===== src/rtl/onehot_convergence_monitor.sv =====
// Convergence monitor for an iterative datapath state vector. Declares the
// vector converged once it is one-hot with the same hot index for
// STABLE_CYCLES consecutive valid samples. Gives up after MAX_ITER samples.
module onehot_convergence_monitor #(
    parameter int unsigned WIDTH         = 4,
    parameter int unsigned STABLE_CYCLES = 3,
    parameter int unsigned MAX_ITER      = 8,
    parameter int unsigned IDXW          = $clog2(WIDTH),
    parameter int unsigned CNTW          = $clog2(MAX_ITER + 1)
) (
    input  logic             clk,
    input  logic             rst,
    input  logic             start,
    input  logic             vec_valid,
    input  logic [WIDTH-1:0] vec,
    output logic             finished,
    output logic             done_pulse,
    output logic             timeout,
    output logic [IDXW-1:0]  hot_idx,
    output logic [CNTW-1:0]  iter_count,
    output logic             vec_zero,
    output logic             vec_multi
);

    localparam int unsigned SW = $clog2(STABLE_CYCLES + 1);
    localparam logic [WIDTH-1:0] VecOne    = WIDTH'(1);
    localparam logic [CNTW-1:0]  IterMax   = CNTW'(MAX_ITER);
    localparam logic [SW-1:0]    StableMax = SW'(STABLE_CYCLES);

    typedef enum logic [2:0] {StIdle, StRun, StConfirm, StDone, StTimeout} state_e;

    state_e          state_q, state_d;
    logic            finished_q, finished_d;
    logic            done_pulse_q, done_pulse_d;
    logic            timeout_q, timeout_d;
    logic [IDXW-1:0] hot_idx_q, hot_idx_d;
    logic [CNTW-1:0] iter_q, iter_d;
    logic [SW-1:0]   stable_q, stable_d;
    logic            zero_q, zero_d;
    logic            multi_q, multi_d;

    logic            is_zero, is_multi, is_onehot;
    logic [IDXW-1:0] vec_idx;

    // Classify the sample without a popcount: v & (v-1) clears the lowest set bit.
    always_comb begin
        is_zero   = ~|vec;
        is_multi  = |(vec & (vec - VecOne));
        is_onehot = ~is_zero & ~is_multi;
        vec_idx   = '0;
        for (int unsigned i = 0; i < WIDTH; i++) begin
            if (vec[i]) vec_idx = vec_idx | IDXW'(i);
        end
    end

    // Next-state and output register inputs.
    always_comb begin
        logic [CNTW-1:0] iter_inc;
        logic            converged;

        state_d      = state_q;
        finished_d   = finished_q;
        done_pulse_d = 1'b0;
        timeout_d    = timeout_q;
        hot_idx_d    = hot_idx_q;
        iter_d       = iter_q;
        stable_d     = stable_q;
        zero_d       = zero_q;
        multi_d      = multi_q;
        iter_inc     = (iter_q < IterMax) ? iter_q + CNTW'(1) : iter_q;
        converged    = 1'b0;

        if (start) begin
            state_d    = StRun;
            finished_d = 1'b0;
            timeout_d  = 1'b0;
            hot_idx_d  = '0;
            iter_d     = '0;
            stable_d   = '0;
            zero_d     = 1'b0;
            multi_d    = 1'b0;
        end else if (vec_valid && (state_q == StRun || state_q == StConfirm)) begin
            iter_d  = iter_inc;
            zero_d  = is_zero;
            multi_d = is_multi;
            if (!is_onehot) begin
                stable_d = '0;
                state_d  = StRun;
            end else if (state_q == StConfirm && vec_idx == hot_idx_q) begin
                stable_d  = stable_q + SW'(1);
                converged = (stable_d == StableMax);
                state_d   = StConfirm;
            end else begin
                hot_idx_d = vec_idx;
                stable_d  = SW'(1);
                converged = (StableMax == SW'(1));
                state_d   = StConfirm;
            end
            // Completion on the final permitted sample beats the timeout.
            if (converged) begin
                state_d      = StDone;
                finished_d   = 1'b1;
                done_pulse_d = 1'b1;
            end else if (iter_inc == IterMax) begin
                state_d   = StTimeout;
                timeout_d = 1'b1;
            end
        end
    end

    // State and output registers with synchronous reset.
    always_ff @(posedge clk) begin
        if (rst) begin
            state_q      <= StIdle;
            finished_q   <= 1'b0;
            done_pulse_q <= 1'b0;
            timeout_q    <= 1'b0;
            hot_idx_q    <= '0;
            iter_q       <= '0;
            stable_q     <= '0;
            zero_q       <= 1'b0;
            multi_q      <= 1'b0;
        end else begin
            state_q      <= state_d;
            finished_q   <= finished_d;
            done_pulse_q <= done_pulse_d;
            timeout_q    <= timeout_d;
            hot_idx_q    <= hot_idx_d;
            iter_q       <= iter_d;
            stable_q     <= stable_d;
            zero_q       <= zero_d;
            multi_q      <= multi_d;
        end
    end

    assign finished   = finished_q;
    assign done_pulse = done_pulse_q;
    assign timeout    = timeout_q;
    assign hot_idx    = hot_idx_q;
    assign iter_count = iter_q;
    assign vec_zero   = zero_q;
    assign vec_multi  = multi_q;

endmodule


===== config.mk =====
export PLATFORM = sky130hd
export DESIGN_NAME = onehot_convergence_monitor
export DESIGN_NICKNAME = d
export VERILOG_FILES = /design/src/rtl/onehot_convergence_monitor.sv
export SDC_FILE = /design/constraint.sdc
export NUM_CORES = 1
export LEC_CHECK = 0
export CORE_MARGIN = 5
export CORE_UTILIZATION = 38
export DETAILED_ROUTE_END_ITERATION = 10
export PLACE_DENSITY = 0.65
export SYNTH_ARGS = -nofsm -noshare
export SYNTH_HDL_FRONTEND = slang
export SYNTH_SLANG_ARGS = --single-unit

===== constraint.sdc =====
create_clock -name clk -period 2 [get_ports clk]
set_input_delay 0.3 -clock clk [delete_from_list [all_inputs] [get_ports clk]]
set_output_delay 0.3 -clock clk [all_outputs]
set_load 0.02 [all_outputs]

Word-level counts from Yosys, hierarchy flattened
Index checks and enable logic that the tools add are counted.
W data, S select, Z words.
{"block": "word_totals", "ff_bits": 16, "input_bits": 8, "word_cells": 53}
{"block": "classes", "addsub": 3, "n_lt_le_gt_ge": 1, "eq_ne": 5, "mux": 16, "bitwise_logic": 6, "n_reduce_logical": 12}
{"operator": "$mux W2", "n": 5}
{"operator": "$mux W1", "n": 8}
{"operator": "$reduce_or A4 Y1", "n": 2}
{"operator": "$mux W3", "n": 2}
{"operator": "$reduce_and A3 Y1", "n": 2}
{"operator": "$add A4 B1 Y4 const B", "n": 1}
{"operator": "$and A4 B4 Y4", "n": 1}
{"operator": "$eq A4 B4 Y1 const B", "n": 1}
{"operator": "$lt A4 B4 Y1 const B", "n": 1}
{"operator": "$mux W4", "n": 1}
{"operator": "$not A1 Y1", "n": 4}
{"operator": "$sub A4 B1 Y4 const B", "n": 1}
{"operator": "$eq A3 B1 Y1 const B", "n": 1}
{"operator": "$eq A3 B2 Y1 const B", "n": 1}
{"operator": "$reduce_or A3 Y1", "n": 1}
{"operator": "$add A2 B1 Y2 const B", "n": 1}
{"operator": "$eq A2 B2 Y1", "n": 1}
{"operator": "$eq A2 B2 Y1 const B", "n": 1}
{"operator": "$logic_and A1 B1 Y1", "n": 2}
{"operator": "$reduce_and A2 Y1", "n": 1}
{"operator": "$reduce_bool A2 Y1", "n": 1}
{"operator": "$reduce_or A2 Y1", "n": 1}
{"operator": "$and A1 B1 Y1", "n": 1}
{"operator": "$logic_not A1 Y1", "n": 1}
{"operator": "$logic_or A1 B1 Y1", "n": 1}

Depth between registers and ports, before layout
{"block": "logic_depth", "ltp_word": 12, "mapped_depth": 5}

Least setup slack after synthesis
No wires, ideal clock.
{"block": "synth_path", "path_kind": "reg2reg", "from": "register iter_q[0] (netlist: iter_count[0])", "to": "register timeout_q (netlist: timeout)", "setup_time_ps": 69, "t_arrival_ps": 1406, "slack_ps": 526, "stages_incl_launch_ff": 6, "n_path_buf": 0, "cell_sequence": "dfxtp_1 ha_1 nor2_1 a31oi_1 or3_4 o21ai_1"}
{"block": "synth_between", "elab_chain_len": 4, "elab_cells_between_ends": 5, "classes_between": "add/sub (1); order compare (1); eq/ne (1); mux (1); reduce/logical (1)"}
{"element": "start, declared", "line": "37", "source": "logic [CNTW-1:0] iter_q, iter_d;"}
{"element": "start signal, assigned", "line": "129", "source": "iter_q <= iter_d;"}
{"element": "$add A4 B1 Y4 / $lt A4 B4 Y1 (equally long branches)", "line": "70", "source": "iter_inc = (iter_q < IterMax) ? iter_q + CNTW'(1) : iter_q;"}
{"element": "$mux W4 (*)", "line": "70"}
{"element": "$eq A4 B4 Y1 (*)", "line": "104", "source": "end else if (iter_inc == IterMax) begin"}
{"element": "$reduce_and A3 Y1 (no source line) (*)"}
{"element": "end signal, assigned", "line": "127", "source": "timeout_q <= timeout_d;"}
{"element": "end, declared", "line": "35", "source": "logic timeout_q, timeout_d;"}
Mark *: on every way between the ends. The rest lies on a longest branch, timed or not.
A chain may end at the register's enable or synchronous reset.

Final worst setup path
{"block": "layout_path", "from": "input vec[2]", "to": "register state_q[1]"}
{"block": "layout_between", "elab_chain_len": 9, "elab_cells_between_ends": 17, "classes_between": "add/sub (1); eq/ne (1); mux (9); bitwise (3); reduce/logical (3)"}
{"element": "start, declared", "line": "15", "source": "input logic [WIDTH-1:0] vec,"}
{"element": "$sub A4 B1 Y4 / $mux W2 (equally long branches)", "line": "48, 52"}
{"element": "$and A4 B4 Y4 / $mux W2 (equally long branches)", "line": "48, 52"}
{"element": "$reduce_or A4 Y1 / $eq A2 B2 Y1 (equally long branches)", "line": "48, 89"}
{"element": "$not A1 Y1 / $logic_and A1 B1 Y1 (equally long branches)", "line": "49, 89"}
{"element": "$and A1 B1 Y1 / $mux W1 (equally long branches)", "line": "49, 89"}
{"element": "$mux W1", "line": "86", "source": "if (!is_onehot) begin"}
{"element": "$mux W1", "line": "82", "source": "end else if (vec_valid && (state_q == StRun || state_q == StConfirm)) begin"}
{"element": "$mux W1", "line": "73", "source": "if (start) begin"}
{"element": "$mux W3 (*)", "line": "100", "source": "if (converged) begin"}
{"element": "end signal, assigned", "line": "114", "source": "state_q <= StIdle;"}
{"element": "end signal, assigned", "line": "124", "source": "state_q <= state_d;"}
{"element": "end, declared", "line": "32", "source": "state_e state_q, state_d;"}
Mark *: on every way between the ends. The rest lies on a longest branch, timed or not. The select of a mux whose other input is x is not followed.

==> metrics list <==
- Result of the run: completed
- Worst min path class: reg -> reg
* IO Pins: 19
- Unrepaired setup endpoints after global routing: false
- Entering global routing, the biggest net connects 12 pins.
- In this run the critical register-to-register path is launched from iter_count[0].
- Among all stages on the critical path, the largest delay is contributed by clkdlybuf4s50_1.
- Most frequently used flop master after synthesis: dfxtp_1
* Post-cts sizing count: 0
- Slew headroom: 65.9%
- In this run the standard cell core region covers 0.00219 mm2.
- Root Driver: clkbuf_4
- Vias after detailed routing: 810
* Grt met3 use: 5.35%
- WP buf/inv: 1
- The area growth from synthesis to layout is 27.6%.
- Overall power consumption: 0.590 mW
- For this run, design rule violations remaining after detail routing come to 0.
- Critical Path Sink Type: register
- Crit path max-delay family: simple AND/OR/NAND/NOR gates
- Cell depth of the worst flop-to-flop path: 5
* Skew final: 0.0138 ns
- Using the TritonRoute via totals, the vias-per-cell ratio works out to 5.51.
- The filler cells instantiated in the layout total 221.
* Commonest non-fill, non-tap cell in the layout: clkdlybuf4s50_1
- Fraction of final layout cells sized beyond drive strength 1: 14.3%
* Met2 track demand over resource: 18.9%
* Worst-margin pin slew: 0.509 ns
- The count of pins over their slew limit is 0.
- Die footprint: 0.00335 mm2
- Synthesis instantiated 43 different standard cells from the library.
* First DRT Iteration DRCs: 6
- The global routing stage identified its most utilized layer as met2.
- Highest clock rate: 575 MHz
* Leakage power figure: 0.399 nW
* Routed wirelength normalized by instance count: 13.5 um
* Detailed-router iteration count before antenna repair: 4
* Start point of the worst hold path: timeout
* Cts-stage hold buffer count: 0
* Number of nets in the synthesized netlist: 109
* Average instance area after synthesis: 8.80 um2
* Period minus WS final: 1.74 ns
- In this run the deepest clock path goes through 2 buffers.
- Vias in the first global route: 768
- Global placement routability congestion: 0.785
- Post-Syn Instances: 99
- In this run the horizontal extent of the chip is 57.9 um.
* Startpoint types: primary input
* Number of antenna violations at the first check in global routing: 0
- In the final timing run, aggregate negative setup slack is 0 ns.
- Post-detailed-route count of antenna-violating nets: 0
- Final nets: 131
- Share of flip-flops with an asynchronous set or reset after synthesis: 0%
- Initial core utilization: 39.7%
- After legalization and detailed placement, the total HPWL measured 1500 um.
* Highest net fanout along the worst path: 9
* Worst supply voltage drop on vdd: 0.000362 V
* M1 GR Usage: 18.3%
- CTS built an H-tree with a depth of 1.
- Yosys mapped a number of flops with a built-in enable equal to 0.
- Global routing finished with a remaining overflow of 0.
* Final period util: 87.0%
- Worst-case register-to-register setup slack: 0.52 ns
- Endpoints failing hold: 0
* Power density normalized to cell area: 531 mW/mm2
- Warning count from the yosys run: 0
- For the worst-skew pair, the clock arrives at the later sink with an insertion delay of 0.29 ns.
- Count of buffers inserted at the top-level ports: 18
* Data required time at the worst endpoint: 2.22 ns
- For this run, the share of the core covered by cells in the final layout is 50.7%.
- All-layer global routing usage: 13.1%
* Post-synthesis instance area: 871 um2
* Finish-stage setup viols: 0
- After clock tree synthesis, the clock-pin slew on the worst setup and hold paths is 0.10 ns.
* Max Cap Viol: 0
- Count of standard-cell rows: 17
* Reg-to-reg endpoint: state_q[2]
* Number of instances on the worst hold path: 2
* Endpoint of the worst hold path: timeout
* First-pass GRT wire length: 3470 um
* CTS Sinks: 16
- Clock tree from TritonCTS: built
* Flops & latches, synth: 16
- Clock tree synthesis inserted a total of 3 buffers.
* Die height: 57.9 um
- In the layout the commonest cells are clkdlybuf4s50_1, dfxtp_1, nor2_1.
- Critical setup path kind: in -> reg
- Register area share after synthesis: 36.8%
* Final Routed Wirelength: 1990 um
- Counting buffers and inverters, the worst setup path is 5 cells deep.
* Largest incremental delay on the critical path: 0.57 ns
- Post-CTS Setup Bufs: 0
* Cells along the critical path: clkdlybuf4s50_1 -> nor4b_1 -> a211o_2 -> nand3_1 -> o211ai_1
- The repair_antennas step left the layout with diodes totalling 0.
* CP Data Arrival Time: 1.96 ns
==> cell type report <==
cell class,instances,area (um2),area share (%)
sequential,16,320,28.8
tap,28,35.0,3.15
inverter,1,3.75,0.338
clock buffer,3,22.5,2.03
multi-input combinational,76,512,46.1
timing repair buffer,23,218,19.6
==> metrics by stage <==
| stage | setup slack [ns] | hold slack, ns | instance area, um2 | cells |
|---|---|---|---|---|
| 2_1_floorplan | 0.526 | 0.436 | 871 | 99 |
| 3_3_place_gp | 0.0475 | 0.441 | 1090 | 144 |
| 3_5_place_dp | -0.0418 | 0.445 | 1090 | 144 |
| 4_1_cts | 0.268 | 0.458 | 1110 | 147 |
| 5_1_grt | 0.107 | 0.495 | 1110 | 147 |
| 6_report | 0.261 | 0.455 | 1110 | 147 |
==> sequential cells by signal, indices dropped and copies added, names as in the netlist <==
name and flops:
state_q 3, vec_multi 1, hot_idx 2, timeout 1
stable_q 2, vec_zero 1, done_pulse 1, iter_count 4
finished 1
==> routing by layer <==
layer / wire, um / up-vias
met1: 1010 / 377
met5: 0 / -
met3: 97 / 4
li1: - / 412
met2: 857 / 17
met4: 21 / 0
==> synthesized netlist by cell type, drive strengths merged, types with 2 or more instances <==
master	number	area [um2]
or3	2	17.5
o21ai	4	23.8
xor2	2	17.5
nand2	7	26.3
nor3	2	10.0
nand3	3	15.0
nor4b	4	35.0
a21oi	9	45.0
o211a	2	20.0
nor2	11	41.3
dfxtp	16	320
ha	2	25.0
xnor2	3	26.3
o211ai	2	15.0
a31oi	2	12.5
buf	5	31.3
nor4	2	18.8
or2	2	12.5
==> power by group <==
| group | switching, mW | internal (mW) |
|---|---|---|
| Sequential | 0.00444 | 0.323 |
| Combinational | 0.0512 | 0.0429 |
| Clock | 0.0988 | 0.0700 |
==> worst max-delay path by stage <==
| stage | start | to |
|---|---|---|
| global placement | vec[1] | done_pulse |
| CTS | vec[2] | state_q[1] |
| finish | vec[2] | state_q[1] |
| detailed placement | vec[2] | state_q[1] |
| floorplan | iter_count[0] | timeout |
| global route | vec[1] | state_q[1] |
==> worst register-to-register path, delay by kind of cell, from the launching register on <==
| family | cells | cell delay, ns |
|---|---|---|
| AOI/OAI and AO/OA | 2 | 0.26 |
| adders and majority gates | 1 | 0.27 |
| DFF | 1 | 0.43 |
| and+or+nand+nor | 2 | 0.46 |
==> cells by family after synthesis <==
| logic type | Yosys count | share of synthesized area (%) |
|---|---|---|
| DFF | 16 | 36.8 |
| adders and majority gates | 2 | 2.87 |
| xor gates and xnor gates | 5 | 5.03 |
| buffers and inverters | 7 | 4.45 |
| AOI/OAI and AO/OA | 28 | 22.7 |
| and+or+nand+nor | 40 | 27.0 |
| muxes | 1 | 1.15 |
Note: power is estimated with default switching activity, not from simulation.
